<file path="src/rtl/math_round_sequencer.sv">
// math_round_sequencer: round FSM for the math game. Fetches operands from the RNG,
// runs the per-round countdown, judges the answer, shows the result and keeps score.
module math_round_sequencer #(
  parameter  int unsigned W          = 4,
  parameter  int unsigned ROUNDS     = 8,
  parameter  int unsigned TIME_LIMIT = 10,
  parameter  int unsigned SHOW_SECS  = 2,
  localparam int unsigned RW         = $clog2(ROUNDS + 1)
) (
  input  logic              clk,
  input  logic              rst,
  input  logic              start,
  input  logic              submit,
  input  logic [W:0]        answer,
  output logic              rng_req,
  input  logic              rng_valid,
  input  logic [2*W-1:0]    rng_data,
  input  logic              tick_1s,
  output logic              timer_enable,
  output logic [W-1:0]      operand_a,
  output logic [W-1:0]      operand_b,
  output logic [7:0]        time_left,
  output logic [RW-1:0]     round,
  output logic [RW-1:0]     score,
  output logic              green_led,
  output logic              red_led,
  output logic              game_over
);

  localparam int unsigned AW = W + 1;
  localparam int unsigned TW = 8;
  localparam int unsigned SW = $clog2(SHOW_SECS + 1);

  typedef enum logic [2:0] {
    S_IDLE,
    S_FETCH,
    S_PLAY,
    S_CHECK,
    S_SHOW,
    S_DONE
  } state_t;

  state_t          state_q, state_d;

  logic [AW-1:0]   answer_q, answer_d;
  logic            timeout_q, timeout_d;
  logic [SW-1:0]   show_cnt_q, show_cnt_d;

  logic            rng_req_d;
  logic            timer_enable_d;
  logic [W-1:0]    operand_a_d, operand_b_d;
  logic [TW-1:0]   time_left_d;
  logic [RW-1:0]   round_d, score_d;
  logic            green_d, red_d, game_over_d;

  logic [AW-1:0]   sum_c;
  logic            correct_c;

  // Sum is one bit wider than the operands, so it never overflows.
  assign sum_c     = AW'(operand_a) + AW'(operand_b);
  assign correct_c = !timeout_q && (answer_q == sum_c);

  // State and registered outputs.
  always_ff @(posedge clk or negedge rst) begin
    if (!rst) begin
      state_q      <= S_IDLE;
      answer_q     <= '0;
      timeout_q    <= 1'b0;
      show_cnt_q   <= '0;
      rng_req      <= 1'b0;
      timer_enable <= 1'b0;
      operand_a    <= '0;
      operand_b    <= '0;
      time_left    <= '0;
      round        <= '0;
      score        <= '0;
      green_led    <= 1'b0;
      red_led      <= 1'b0;
      game_over    <= 1'b0;
    end else begin
      state_q      <= state_d;
      answer_q     <= answer_d;
      timeout_q    <= timeout_d;
      show_cnt_q   <= show_cnt_d;
      rng_req      <= rng_req_d;
      timer_enable <= timer_enable_d;
      operand_a    <= operand_a_d;
      operand_b    <= operand_b_d;
      time_left    <= time_left_d;
      round        <= round_d;
      score        <= score_d;
      green_led    <= green_d;
      red_led      <= red_d;
      game_over    <= game_over_d;
    end
  end

  // Next-state and next-output logic.
  always_comb begin
    state_d        = state_q;
    answer_d       = answer_q;
    timeout_d      = timeout_q;
    show_cnt_d     = show_cnt_q;
    rng_req_d      = 1'b0;
    timer_enable_d = 1'b0;
    operand_a_d    = operand_a;
    operand_b_d    = operand_b;
    time_left_d    = time_left;
    round_d        = round;
    score_d        = score;
    green_d        = green_led;
    red_d          = red_led;
    game_over_d    = game_over;

    unique case (state_q)
      S_IDLE: begin
        if (start) begin
          round_d = '0;
          score_d = '0;
          state_d = S_FETCH;
        end
      end

      S_FETCH: begin
        if (rng_valid) begin
          operand_a_d = rng_data[2*W-1:W];
          operand_b_d = rng_data[W-1:0];
          time_left_d = TW'(TIME_LIMIT);
          state_d     = S_PLAY;
        end
      end

      S_PLAY: begin
        if (tick_1s) begin
          time_left_d = time_left - TW'(1);
        end
        // A submit in the same cycle as the final tick still gets judged.
        if (submit) begin
          answer_d  = answer;
          timeout_d = 1'b0;
          state_d   = S_CHECK;
        end else if (tick_1s && (time_left == TW'(1))) begin
          timeout_d = 1'b1;
          state_d   = S_CHECK;
        end
      end

      S_CHECK: begin
        green_d = correct_c;
        red_d   = !correct_c;
        if (correct_c && (score < RW'(ROUNDS))) begin
          score_d = score + RW'(1);
        end
        show_cnt_d = SW'(SHOW_SECS);
        state_d    = S_SHOW;
      end

      S_SHOW: begin
        if (tick_1s) begin
          show_cnt_d = show_cnt_q - SW'(1);
          if (show_cnt_q == SW'(1)) begin
            green_d = 1'b0;
            red_d   = 1'b0;
            if (round == RW'(ROUNDS - 1)) begin
              game_over_d = 1'b1;
              state_d     = S_DONE;
            end else begin
              round_d = round + RW'(1);
              state_d = S_FETCH;
            end
          end
        end
      end

      S_DONE: begin
        if (start) begin
          round_d     = '0;
          score_d     = '0;
          game_over_d = 1'b0;
          state_d     = S_FETCH;
        end
      end

      default: begin
        state_d = S_IDLE;
      end
    endcase

    // Request and timer enable follow the state being entered, so both are registered.
    rng_req_d      = (state_d == S_FETCH);
    timer_enable_d = (state_d == S_PLAY) || (state_d == S_SHOW);
  end

endmodule

</file>
<file path="config.mk">
export PLATFORM = sky130hd
export DESIGN_NAME = math_round_sequencer
export DESIGN_NICKNAME = d
export VERILOG_FILES = /design/src/rtl/math_round_sequencer.sv
export SDC_FILE = /design/constraint.sdc
export NUM_CORES = 1
export LEC_CHECK = 0
export ABC_CLOCK_PERIOD_IN_PS = 3150
export BUFFER_PORTS_ARGS = -buffer_cell sky130_fd_sc_hd__buf_2
export CORE_MARGIN = 3
export CORE_UTILIZATION = 54
export CTS_BUF_LIST = sky130_fd_sc_hd__clkbuf_16
export DETAILED_ROUTE_END_ITERATION = 16
export GPL_TIMING_DRIVEN = 0
export HOLD_SLACK_MARGIN = 0.15
export PLACE_DENSITY = 0.79
export SYNTH_ARGS = -nofsm -noshare
export SYNTH_HDL_FRONTEND = slang
export SYNTH_SLANG_ARGS = --single-unit
</file>
<file path="constraint.sdc">
create_clock -name clk -period 3.15 [get_ports clk]
set_clock_uncertainty 0.1 [all_clocks]
set_input_delay 0.4725 -clock clk [delete_from_list [all_inputs] [get_ports clk]]
set_output_delay 0.4725 -clock clk [all_outputs]
set_load 0.1 [all_outputs]
</file>
==> results.txt <==
Clk pin slew, worst setup/hold paths: 60 ps
FFs w/ async S/R, synth: 100.0%
placed cells: 314
r2r setup slk: 570 ps
postcts setup bufs: 0
Iter 0 DRT Violations: 91
CP max FO: 5
Crit. End Element: flop
post-synthesis sequential area ratio: 44.92%
biggest area consumer among synthesized cells: dfrtp_1
Gate Count Post-Synth: 219
die extent in y: 70.24 um
Startpoint Class: flop
Root Buffer: clkbuf_16
clock sinks: 40
Final Core Density: 69.52%
drt via density: 5.770
Area growth syn-to-layout: 19.37%
Crit path max-delay family: simple AND/OR/NAND/NOR gates
DP HPWL: 3.681 mm
I/O pin count: 48
part of the cycle the worst path needs: 81.81%
reg2reg path depth: 7
largest net degree at the start of global routing: 41
final setup TNS: 0 ps
number of synthesis warnings: 0
ranking of synthesized cells by area: dfrtp_1 (45%), mux2_2 (6.1%), ha_1 (5.1%), nor2_1 (3.7%), xor2_1 (3.5%)
RSZ-0062 raised after global routing: false
# fillers: 329
nets@finish: 302
min Tclk post-route: 2577 ps
Slew Limit Headroom: 40.96%
TritonCTS clock tree: done
Die Area: 4934 sq um
RD Place Congestion: 0.8618
Clock Tree Buf Depth: 2
Synth Register Bits: 40
die width: 70.24 um
antenna-violating nets left: 0
CP startpoint: operand_a[0]
syn avg cell area: 10.18 sq um
final hold vios: 0
core area: 3826 sq um
FF-to-FF Start: operand_a[0]
most frequent cells in the layout: buf_2 (53), dfrtp_1 (40), nor2_1 (22)
data arrival time of the worst path: 2670 ps
Post-Syn Nets: 248
final wirelength: 4.960 mm
dominant register cell in the synthesized netlist: dfrtp_1
Vias: 1,858
CP Class: reg -> reg
synth unique cells: 48
critical path's slowest cell: fa_1
# H-tree levels: 2
row count: 22
Cell Count, Final, Fillers Out: 322
post-CTS resize count: 0
drt wl/cell: 15.40 um
Critical Path RT: 3250 ps
GRT Util Overall: 21.01%
Port-buffer cells: 47
initial antenna violation count: 0
total CTS buffers: 5
status: complete, no violations
layout cell share with drive strength beyond 1: 28.10%
DRC violations left: 0
antenna cells: 0
Buf+Inv Stages, Crit Path: 0
Worst Tran Pin Value: 885.5 ps
Initial DRT Pass Iterations: 4
clock latency on the worst-skew pair: 280 ps
slowest stage delay, CP: 420 ps
Max Freq: 0.3881 GHz
hold crit path type: in -> async
Max Cap Violations: 0
first-pass GRT wire length: 8.314 mm
vias in the first global route: 1,827
R2R Path End: green_led
Post-synth EDFFs: 0
worst-path cell chain: ha_1 -> fa_1 -> xor3_1 -> nor4_4 -> nand3_2 -> or2_4 -> a221oi_2
Levels on crit path: 7
most common cell after layout, fill and taps aside: buf_2
cts hold-fix bufs: 0
share of the synthesized area in the top cell type: 44.92%
Post-Syn Area: 2228 sq um
Setup Viol. Count Final: 0
Initial Util: 58.24%
Congestion Overflow GR: 0
Slew Viols, Final: 0
Critical Path End: green_led
-- per-stage QoR --
stage	hold WS, ps	setup WS, ps	cell area [sq um]
6_report	201.3	573.1	2660
5_1_grt	285.2	464.8	2660
3_5_place_dp	422.9	552.4	2524
2_1_floorplan	76.91	182.0	2228
4_1_cts	236.7	572.7	2660
3_3_place_gp	399.0	614.7	2524
-- sequential cells by signal, summed over array words and instances (netlist names) --
signal	count
operand_b	4
answer_q	5
game_over	1
state_q	3
timeout_q	1
time_left	8
operand_a	4
rng_req	1
timer_enable	1
show_cnt_q	2
score	4
round	4
green_led	1
red_led	1
-- metal layers --
layer | routed length (um) | global-route usage [%]
met5 | 0 | 0
met4 | 85 | 8.723
met3 | 322 | 5.036
met2 | 2320 | 33.78
met1 | 2231 | 26.98
-- cells in the mapped netlist, types with 2 or more instances --
| cell type | instances |
|---|---|
| a211o_1 | 2 |
| a21o_1 | 2 |
| a21oi_1 | 15 |
| and2_1 | 2 |
| and3_1 | 2 |
| and3b_1 | 2 |
| buf_2 | 6 |
| clkbuf_1 | 3 |
| dfrtp_1 | 40 |
| ha_1 | 9 |
| inv_1 | 7 |
| mux2_2 | 12 |
| mux2i_1 | 2 |
| nand2_1 | 14 |
| nand2b_1 | 7 |
| nand3_1 | 11 |
| nand3b_1 | 4 |
| nand4_1 | 2 |
| nor2_1 | 22 |
| nor3_1 | 2 |
| nor4_1 | 3 |
| o21ai_0 | 10 |
| o21ai_1 | 3 |
| o221ai_1 | 2 |
| or3_1 | 3 |
| xnor2_1 | 2 |
| xor2_1 | 9 |
-- worst min path at each step --
stage | to | slack, ps | startpoint
after floorplan | answer_q[0] | 80 | rst
after global placement | show_cnt_q[0] | 400 | show_cnt_q[0]
after detailed placement | answer_q[0] | 420 | answer_q[0]
after CTS | score[0] | 240 | rst
after global routing | score[0] | 290 | rst
final | score[1] | 200 | rst
-- cell families (layout without fill, tap and decap cells) --
group	count (synthesis)	in the layout	share of synthesized area, %
AND/OR/NAND/NOR	83	83	20.83
buffers and inverters	16	71	3.032
flip-flops	40	40	44.92
adder cells (fa/ha/maj)	10	10	5.952
AO/OA/AOI/OAI	44	44	12.91
XOR/XNOR	12	12	5.390
multiplexers	14	14	6.962
-- final cells by class --
class | count | area [sq um] | area share [%]
plain buffers | 9 | 41.29 | 1.552
clock buffers | 5 | 125.1 | 4.704
clock inverters | 3 | 11.26 | 0.4233
inverters | 7 | 26.28 | 0.9878
multi-input cells | 163 | 1160 | 43.60
flip-flops and latches | 40 | 1001 | 37.63
well taps | 48 | 60.06 | 2.258
repair buffers | 47 | 235.2 | 8.843
Power is left out: the tool's default activity adds up to more than one toggle a clock period on the data nets, which glitch-free logic cannot reach.
